[src/rtl/life_pkg.sv]
// rtl/life_pkg.sv - shared types and helpers for the Game of Life generation engine
package life_pkg;

  typedef enum logic [1:0] {
    IDLE,
    COMPUTE,
    COMMIT
  } state_t;

  localparam int NBR_W = 4;

  function automatic int cell_idx(input int r, input int c, input int width);
    return r * width + c;
  endfunction

endpackage

[src/rtl/life_gen_engine_if.sv]
// rtl/life_gen_engine_if.sv - control, status and board-register connections of the engine
interface life_gen_engine_if #(
  parameter int WIDTH  = 8,
  parameter int HEIGHT = 8
);
  logic                      start;
  logic                      run;
  logic [WIDTH*HEIGHT-1:0]   board_q;
  logic [WIDTH*HEIGHT-1:0]   next_d;
  logic                      board_we;
  logic                      busy;
  logic                      done;
  logic                      extinct;
  logic                      stable;
  logic [31:0]               gen_count;

  modport master (
    output start, run, board_q,
    input  next_d, board_we, busy, done, extinct, stable, gen_count
  );

  modport slave (
    input  start, run, board_q,
    output next_d, board_we, busy, done, extinct, stable, gen_count
  );
endinterface

[src/rtl/life_row_rule.sv]
// rtl/life_row_rule.sv - combinational next-row computation from three neighbouring rows
module life_row_rule
  import life_pkg::*;
#(
  parameter int WIDTH = 8,
  parameter bit WRAP  = 1'b1
) (
  input  logic [WIDTH-1:0] above,
  input  logic [WIDTH-1:0] cur,
  input  logic [WIDTH-1:0] below,
  output logic [WIDTH-1:0] next_row
);

  for (genvar c = 0; c < WIDTH; c++) begin : g_col
    localparam int CL    = (c == 0) ? WIDTH - 1 : c - 1;
    localparam int CR    = (c == WIDTH - 1) ? 0 : c + 1;
    localparam bit HAS_L = WRAP || (c != 0);
    localparam bit HAS_R = WRAP || (c != WIDTH - 1);

    logic [2:0]       lcol;
    logic [2:0]       rcol;
    logic [NBR_W-1:0] n;

    // Edge columns without wrap see dead neighbours outside the board.
    assign lcol = HAS_L ? {above[CL], cur[CL], below[CL]} : 3'b000;
    assign rcol = HAS_R ? {above[CR], cur[CR], below[CR]} : 3'b000;

    assign n = NBR_W'(lcol[0]) + NBR_W'(lcol[1]) + NBR_W'(lcol[2])
             + NBR_W'(rcol[0]) + NBR_W'(rcol[1]) + NBR_W'(rcol[2])
             + NBR_W'(above[c]) + NBR_W'(below[c]);

    assign next_row[c] = (n == NBR_W'(3)) | (cur[c] & (n == NBR_W'(2)));
  end

endmodule

[src/rtl/life_gen_engine.sv]
// rtl/life_gen_engine.sv - row-serial Game of Life step with single-cycle board commit
module life_gen_engine
  import life_pkg::*;
#(
  parameter int WIDTH  = 8,
  parameter int HEIGHT = 8,
  parameter bit WRAP   = 1'b1
) (
  input logic             clk,
  input logic             reset,
  life_gen_engine_if.slave bus
);

  localparam int RW = (HEIGHT > 1) ? $clog2(HEIGHT + 1) : 1;

  state_t                  state, state_nx;
  logic [RW-1:0]           row;
  logic [WIDTH*HEIGHT-1:0] next_d_r;
  logic                    done_r, extinct_r, stable_r;
  logic [31:0]             gen_count_r;
  logic [WIDTH-1:0]        row_above, row_cur, row_below, row_next;

  // Row mux; the first and last rows borrow the opposite edge only when wrapping.
  always_comb begin
    row_cur = bus.board_q[cell_idx(int'(row), 0, WIDTH) +: WIDTH];
    if (row == '0)
      row_above = WRAP ? bus.board_q[cell_idx(HEIGHT - 1, 0, WIDTH) +: WIDTH] : '0;
    else
      row_above = bus.board_q[cell_idx(int'(row) - 1, 0, WIDTH) +: WIDTH];
    if (row == RW'(HEIGHT - 1))
      row_below = WRAP ? bus.board_q[WIDTH-1:0] : '0;
    else
      row_below = bus.board_q[cell_idx(int'(row) + 1, 0, WIDTH) +: WIDTH];
  end

  life_row_rule #(
    .WIDTH (WIDTH),
    .WRAP  (WRAP)
  ) u_rule (
    .above    (row_above),
    .cur      (row_cur),
    .below    (row_below),
    .next_row (row_next)
  );

  always_comb begin
    state_nx = state;
    case (state)
      IDLE:    if (bus.start || bus.run) state_nx = COMPUTE;
      COMPUTE: if (row == RW'(HEIGHT - 1)) state_nx = COMMIT;
      COMMIT:  state_nx = IDLE;
      default: state_nx = IDLE;
    endcase
  end

  always_ff @(posedge clk) begin
    if (reset) begin
      state       <= IDLE;
      row         <= '0;
      next_d_r    <= '0;
      done_r      <= 1'b0;
      extinct_r   <= 1'b0;
      stable_r    <= 1'b0;
      gen_count_r <= '0;
    end else begin
      state  <= state_nx;
      done_r <= (state == COMMIT);
      case (state)
        IDLE: row <= '0;
        COMPUTE: begin
          next_d_r[cell_idx(int'(row), 0, WIDTH) +: WIDTH] <= row_next;
          row <= row + 1'b1;
        end
        COMMIT: begin
          // board_q still holds the previous generation during this cycle.
          gen_count_r <= gen_count_r + 32'd1;
          extinct_r   <= (next_d_r == '0);
          stable_r    <= (next_d_r == bus.board_q);
        end
        default: row <= '0;
      endcase
    end
  end

  assign bus.next_d    = next_d_r;
  assign bus.board_we  = (state == COMMIT);
  assign bus.busy      = (state != IDLE);
  assign bus.done      = done_r;
  assign bus.extinct   = extinct_r;
  assign bus.stable    = stable_r;
  assign bus.gen_count = gen_count_r;

endmodule

[src/flat_wrapper.sv]
// flat-port wrapper written by rule: the top's interface ports become plain ports
module life_gen_engine_flat import life_pkg::*;
#(
  parameter int WIDTH  = 8,
  parameter int HEIGHT = 8,
  parameter bit WRAP   = 1'b1
)
  (clk, reset, bus_start, bus_run, bus_board_q, bus_next_d, bus_board_we, bus_busy, bus_done, bus_extinct, bus_stable, bus_gen_count);
  life_gen_engine_if #(.WIDTH(WIDTH), .HEIGHT(HEIGHT)) bus_i ();
  input logic clk;
  input logic reset;
  input wire logic [$bits(bus_i.start)-1:0] bus_start;
  input wire logic [$bits(bus_i.run)-1:0] bus_run;
  input wire logic [$bits(bus_i.board_q)-1:0] bus_board_q;
  output wire logic [$bits(bus_i.next_d)-1:0] bus_next_d;
  output wire logic [$bits(bus_i.board_we)-1:0] bus_board_we;
  output wire logic [$bits(bus_i.busy)-1:0] bus_busy;
  output wire logic [$bits(bus_i.done)-1:0] bus_done;
  output wire logic [$bits(bus_i.extinct)-1:0] bus_extinct;
  output wire logic [$bits(bus_i.stable)-1:0] bus_stable;
  output wire logic [$bits(bus_i.gen_count)-1:0] bus_gen_count;
  assign bus_i.start = bus_start;
  assign bus_i.run = bus_run;
  assign bus_i.board_q = bus_board_q;
  assign bus_next_d = bus_i.next_d;
  assign bus_board_we = bus_i.board_we;
  assign bus_busy = bus_i.busy;
  assign bus_done = bus_i.done;
  assign bus_extinct = bus_i.extinct;
  assign bus_stable = bus_i.stable;
  assign bus_gen_count = bus_i.gen_count;
  life_gen_engine #(.WIDTH(WIDTH), .HEIGHT(HEIGHT), .WRAP(WRAP)) u_core (.clk(clk), .reset(reset), .bus(bus_i));
endmodule
[config.mk]
export PLATFORM = sky130hd
export DESIGN_NAME = life_gen_engine_flat
export DESIGN_NICKNAME = d
export VERILOG_FILES = /design/src/rtl/life_pkg.sv /design/src/rtl/life_gen_engine_if.sv /design/src/rtl/life_row_rule.sv /design/src/rtl/life_gen_engine.sv /design/src/flat_wrapper.sv
export SDC_FILE = /design/constraint.sdc
export NUM_CORES = 1
export LEC_CHECK = 0
export CORE_MARGIN = 4
export CORE_UTILIZATION = 40
export CTS_BUF_LIST = sky130_fd_sc_hd__clkbuf_4 sky130_fd_sc_hd__clkbuf_8
export DETAILED_ROUTE_END_ITERATION = 10
export PLACE_DENSITY = 0.73
export SYNTH_ARGS = -nofsm -noshare
export SYNTH_HDL_FRONTEND = slang
export SYNTH_SLANG_ARGS = --single-unit
[constraint.sdc]
create_clock -name clk -period 7.55 [get_ports clk]
set_clock_uncertainty 0.05 [all_clocks]
set_input_delay 0.755 -clock clk [delete_from_list [all_inputs] [get_ports clk]]
set_output_delay 0.755 -clock clk [all_outputs]
set_load 0.01 [all_outputs]
==> metrics.yaml <==
timing:
  maxSlewViolCount: 0
  hold_viol_final: 0
  slew_headroom: 0.3240
  setup_viol: 0
  rsz0062_at_grt: "false"
  min_period_over_period: 0.7837
  worst_slack_ns: 1.633
  tightest_slew_ns: 1.009
  max_freq_mhz: 169.0
  finalCriticalPeriod_ns: 5.917
  tns_ns: 0
logic_synthesis:
  ys_types: 55
  synth_area_mm2: 0.007744
  synth_nets: 990
  synth_ff_type: "dfxtp_1"
  ys_async_sr_fraction: 0
  syn_area_per_cell_um2: 9.015
  synth_seq_cells: 105
  synth-edff-count: 0
  synth_cells: 859
  synth_warnings: 0
  ys_seq_area_frac: 0.2714
power_and_ir_drop:
  ir_drop_uv: 119.1
  power_density_mw_per_mm2: 168.9
  p_leak_nw: 3.559
worst_hold_path:
  whs_endpoint: "u_core.bus.extinct$_SDFFE_PP0P_"
  hp-start: "u_core.bus.extinct$_SDFFE_PP0P_"
  hold_path.class: "reg2reg"
  whs_path_depth: 2
clocking:
  clk_pin_slew_ns: 0.11
  cts_resized: 0
  post_cts_buffers: 0
  cts_made_buffers: 9
  cts_hold_buf: 0
  cts_tree: "built"
  clk_latency_ns: 0.38
  cts_sinks: 105
  ctsRootBufferMaster: "clkbuf_8"
  cts_buffer_depth: 2
  cts_htree_levels: 3
setup_path:
  endpoint_kind: "flop"
  path_max_fanout: 23
  reg2reg_from: "u_core.row[0]$_SDFFE_PP0N_"
  critPathKind: "reg2reg"
  crit_arrival_ns: 6.10
  start_kind: "flop"
  r2r_slack_ns: 1.63
  reg2reg_depth: 17
  critical_path_required_ns: 7.74
  reg2reg_to: "u_core.bus.next_d[15]$_SDFFE_PP0P_"
grt:
  grt_pass1_vias: 7483
  gr-usage-all-layers: 0.2613
  antenna_found_initial: 0
  grt_first_pass_wirelength_mm: 44.35
  grt_max_degree: 54
  overflow: 0
die:
  dieArea_mm2: 0.02165
  core.rowCount: 50
  die_w_um: 147.1
  start_util: 0.4099
  die_h_um: 147.1
  ios: 169
  core_area_mm2: 0.01889
detailed_routing:
  ant_nets: 0
  drt_pre_antenna_iters: 5
  vias: 7551
  postRouteWirelength_mm: 28.54
  viasPerCell: 5.936
  wl_per_cell_um: 22.44
  drt_iter0_drc: 746
  drc: 0
cells_and_area:
  fin_nets: 1138
  post-route-util: 0.5202
  area_growth_pct: 26.92
  final_common_cell: "clkdlybuf4s50_1"
  drive_gt1_frac: 0.06719
  mostFrequentLayoutCells: "clkdlybuf4s50_1 (167), dfxtp_1 (103), nand2_1 (91)"
  antenna_cells: 0
  fill_cells: 1770
place:
  pre_cts_slack_ns: 1.673
  dp_hpwl_mm: 22.67
  gp_congestion: 1.046
  io_buffers: 168
job:
  max_cap_viol_count: 0
outcome:
  status: "complete, no violations"
area by class of cell:
cell class / count / area, um2 / share of cell area
inverter: 64 / 240.2 / 0.02444
tap: 260 / 325.3 / 0.03310
sequential: 105 / 2105 / 0.2141
clock buffer: 10 / 131.4 / 0.01337
timing repair buffer: 172 / 1707 / 0.1736
multi-input combinational: 655 / 5224 / 0.5315
clock inverter: 6 / 96.34 / 0.009803
flip-flops by register name, indices dropped and copies added, names as in the netlist:
name and count:
u_core.bus.done 1, u_core.row 4, u_core.bus.next_d 64, u_core.bus.gen_count 32, u_core.state 2, u_core.bus.extinct 1
u_core.bus.stable 1
metal layers:
| layer | up-vias | share of wire | global-route usage |
|---|---|---|---|
| li1 | 3393 | - | - |
| met2 | 435 | 0.45 | 0.4120 |
| met4 | 0 | 0.036 | 0.08854 |
| met1 | 3646 | 0.40 | 0.3526 |
| met5 | - | 0 | 0 |
| met3 | 77 | 0.11 | 0.06323 |
cells by family after synthesis:
kind of cell / count (synthesis) / share of synthesized area
and+or+nand+nor: 264 / 0.1682
AOI/OAI and AO/OA: 182 / 0.1553
xor gates and xnor gates: 77 / 0.08709
buffers and inverters: 99 / 0.05397
muxes: 69 / 0.1322
adders and majority gates: 63 / 0.1318
DFF: 105 / 0.2714
worst max path at each step:
stage	from	end	slack [ns]	cells past startpoint
3_3_place_gp	u_core.row[0]$_SDFFE_PP0N_	u_core.bus.next_d[31]$_SDFFE_PP0P_	1.85	17
3_5_place_dp	u_core.row[0]$_SDFFE_PP0N_	u_core.bus.next_d[15]$_SDFFE_PP0P_	1.67	17
2_1_floorplan	u_core.row[1]$_SDFFE_PP0N_	u_core.bus.next_d[15]$_SDFFE_PP0P_	2.49	22
4_1_cts	u_core.row[0]$_SDFFE_PP0N_	u_core.bus.next_d[15]$_SDFFE_PP0P_	1.66	17
5_1_grt	u_core.row[0]$_SDFFE_PP0N_	u_core.bus.next_d[23]$_SDFFE_PP0P_	1.16	17
6_report	u_core.row[0]$_SDFFE_PP0N_	u_core.bus.next_d[15]$_SDFFE_PP0P_	1.63	17
where the power goes:
| part | leakage, nW | total [W] | switching [W] | internal [W] |
|---|---|---|---|---|
| Sequential | 0.847 | 0.000567 | 0.00000871 | 0.000559 |
| Combinational | 2.60 | 0.000687 | 0.000427 | 0.000260 |
| Clock | 0.113 | 0.000406 | 0.000210 | 0.000196 |
critical path, stage by stage (launching register included):
cell	delay, ns
dfxtp_2	0.34
clkinv_1	0.49
ha_1	1.18
mux4_2	0.44
a221oi_1	0.32
a31oi_1	0.07
a22oi_1	0.38
inv_1	0.12
fa_1	0.52
inv_1	0.05
fa_1	0.47
inv_1	0.04
ha_1	0.20
fa_1	0.38
nand3_1	0.08
o21ai_0	0.08
o211ai_1	0.36
o21ai_0	0.21
Yosys cell counts, drive strengths merged (16+ instances only):
library cell  instances  share of area
xor2                 53          0.060
nor2                 54          0.027
o2bb2ai              21          0.024
fa                   31          0.080
nand4                18          0.015
inv                  63          0.031
ha                   32          0.052
a21oi                30          0.019
dfxtp               105           0.27
o21ai                68          0.044
nand2                91          0.044
mux4                 26          0.076
mux2i                37          0.048
xnor2                24          0.027
nand3                26          0.017
clkbuf               16         0.0078
buf                  19          0.015
nor4                 31          0.029
metrics by stage:
stage,cell area [um2],cells,hold WS (ns),power [W]
floorplan,7744,859,0.4229,0.001009
global placement,9600,1256,0.3960,0.001230
detailed placement,9600,1256,0.4077,0.001248
CTS,9828,1272,0.4200,0.001647
global route,9828,1272,0.4511,0.001763
finish,9828,1272,0.4107,0.001660
(Power assumes the default switching activity.)
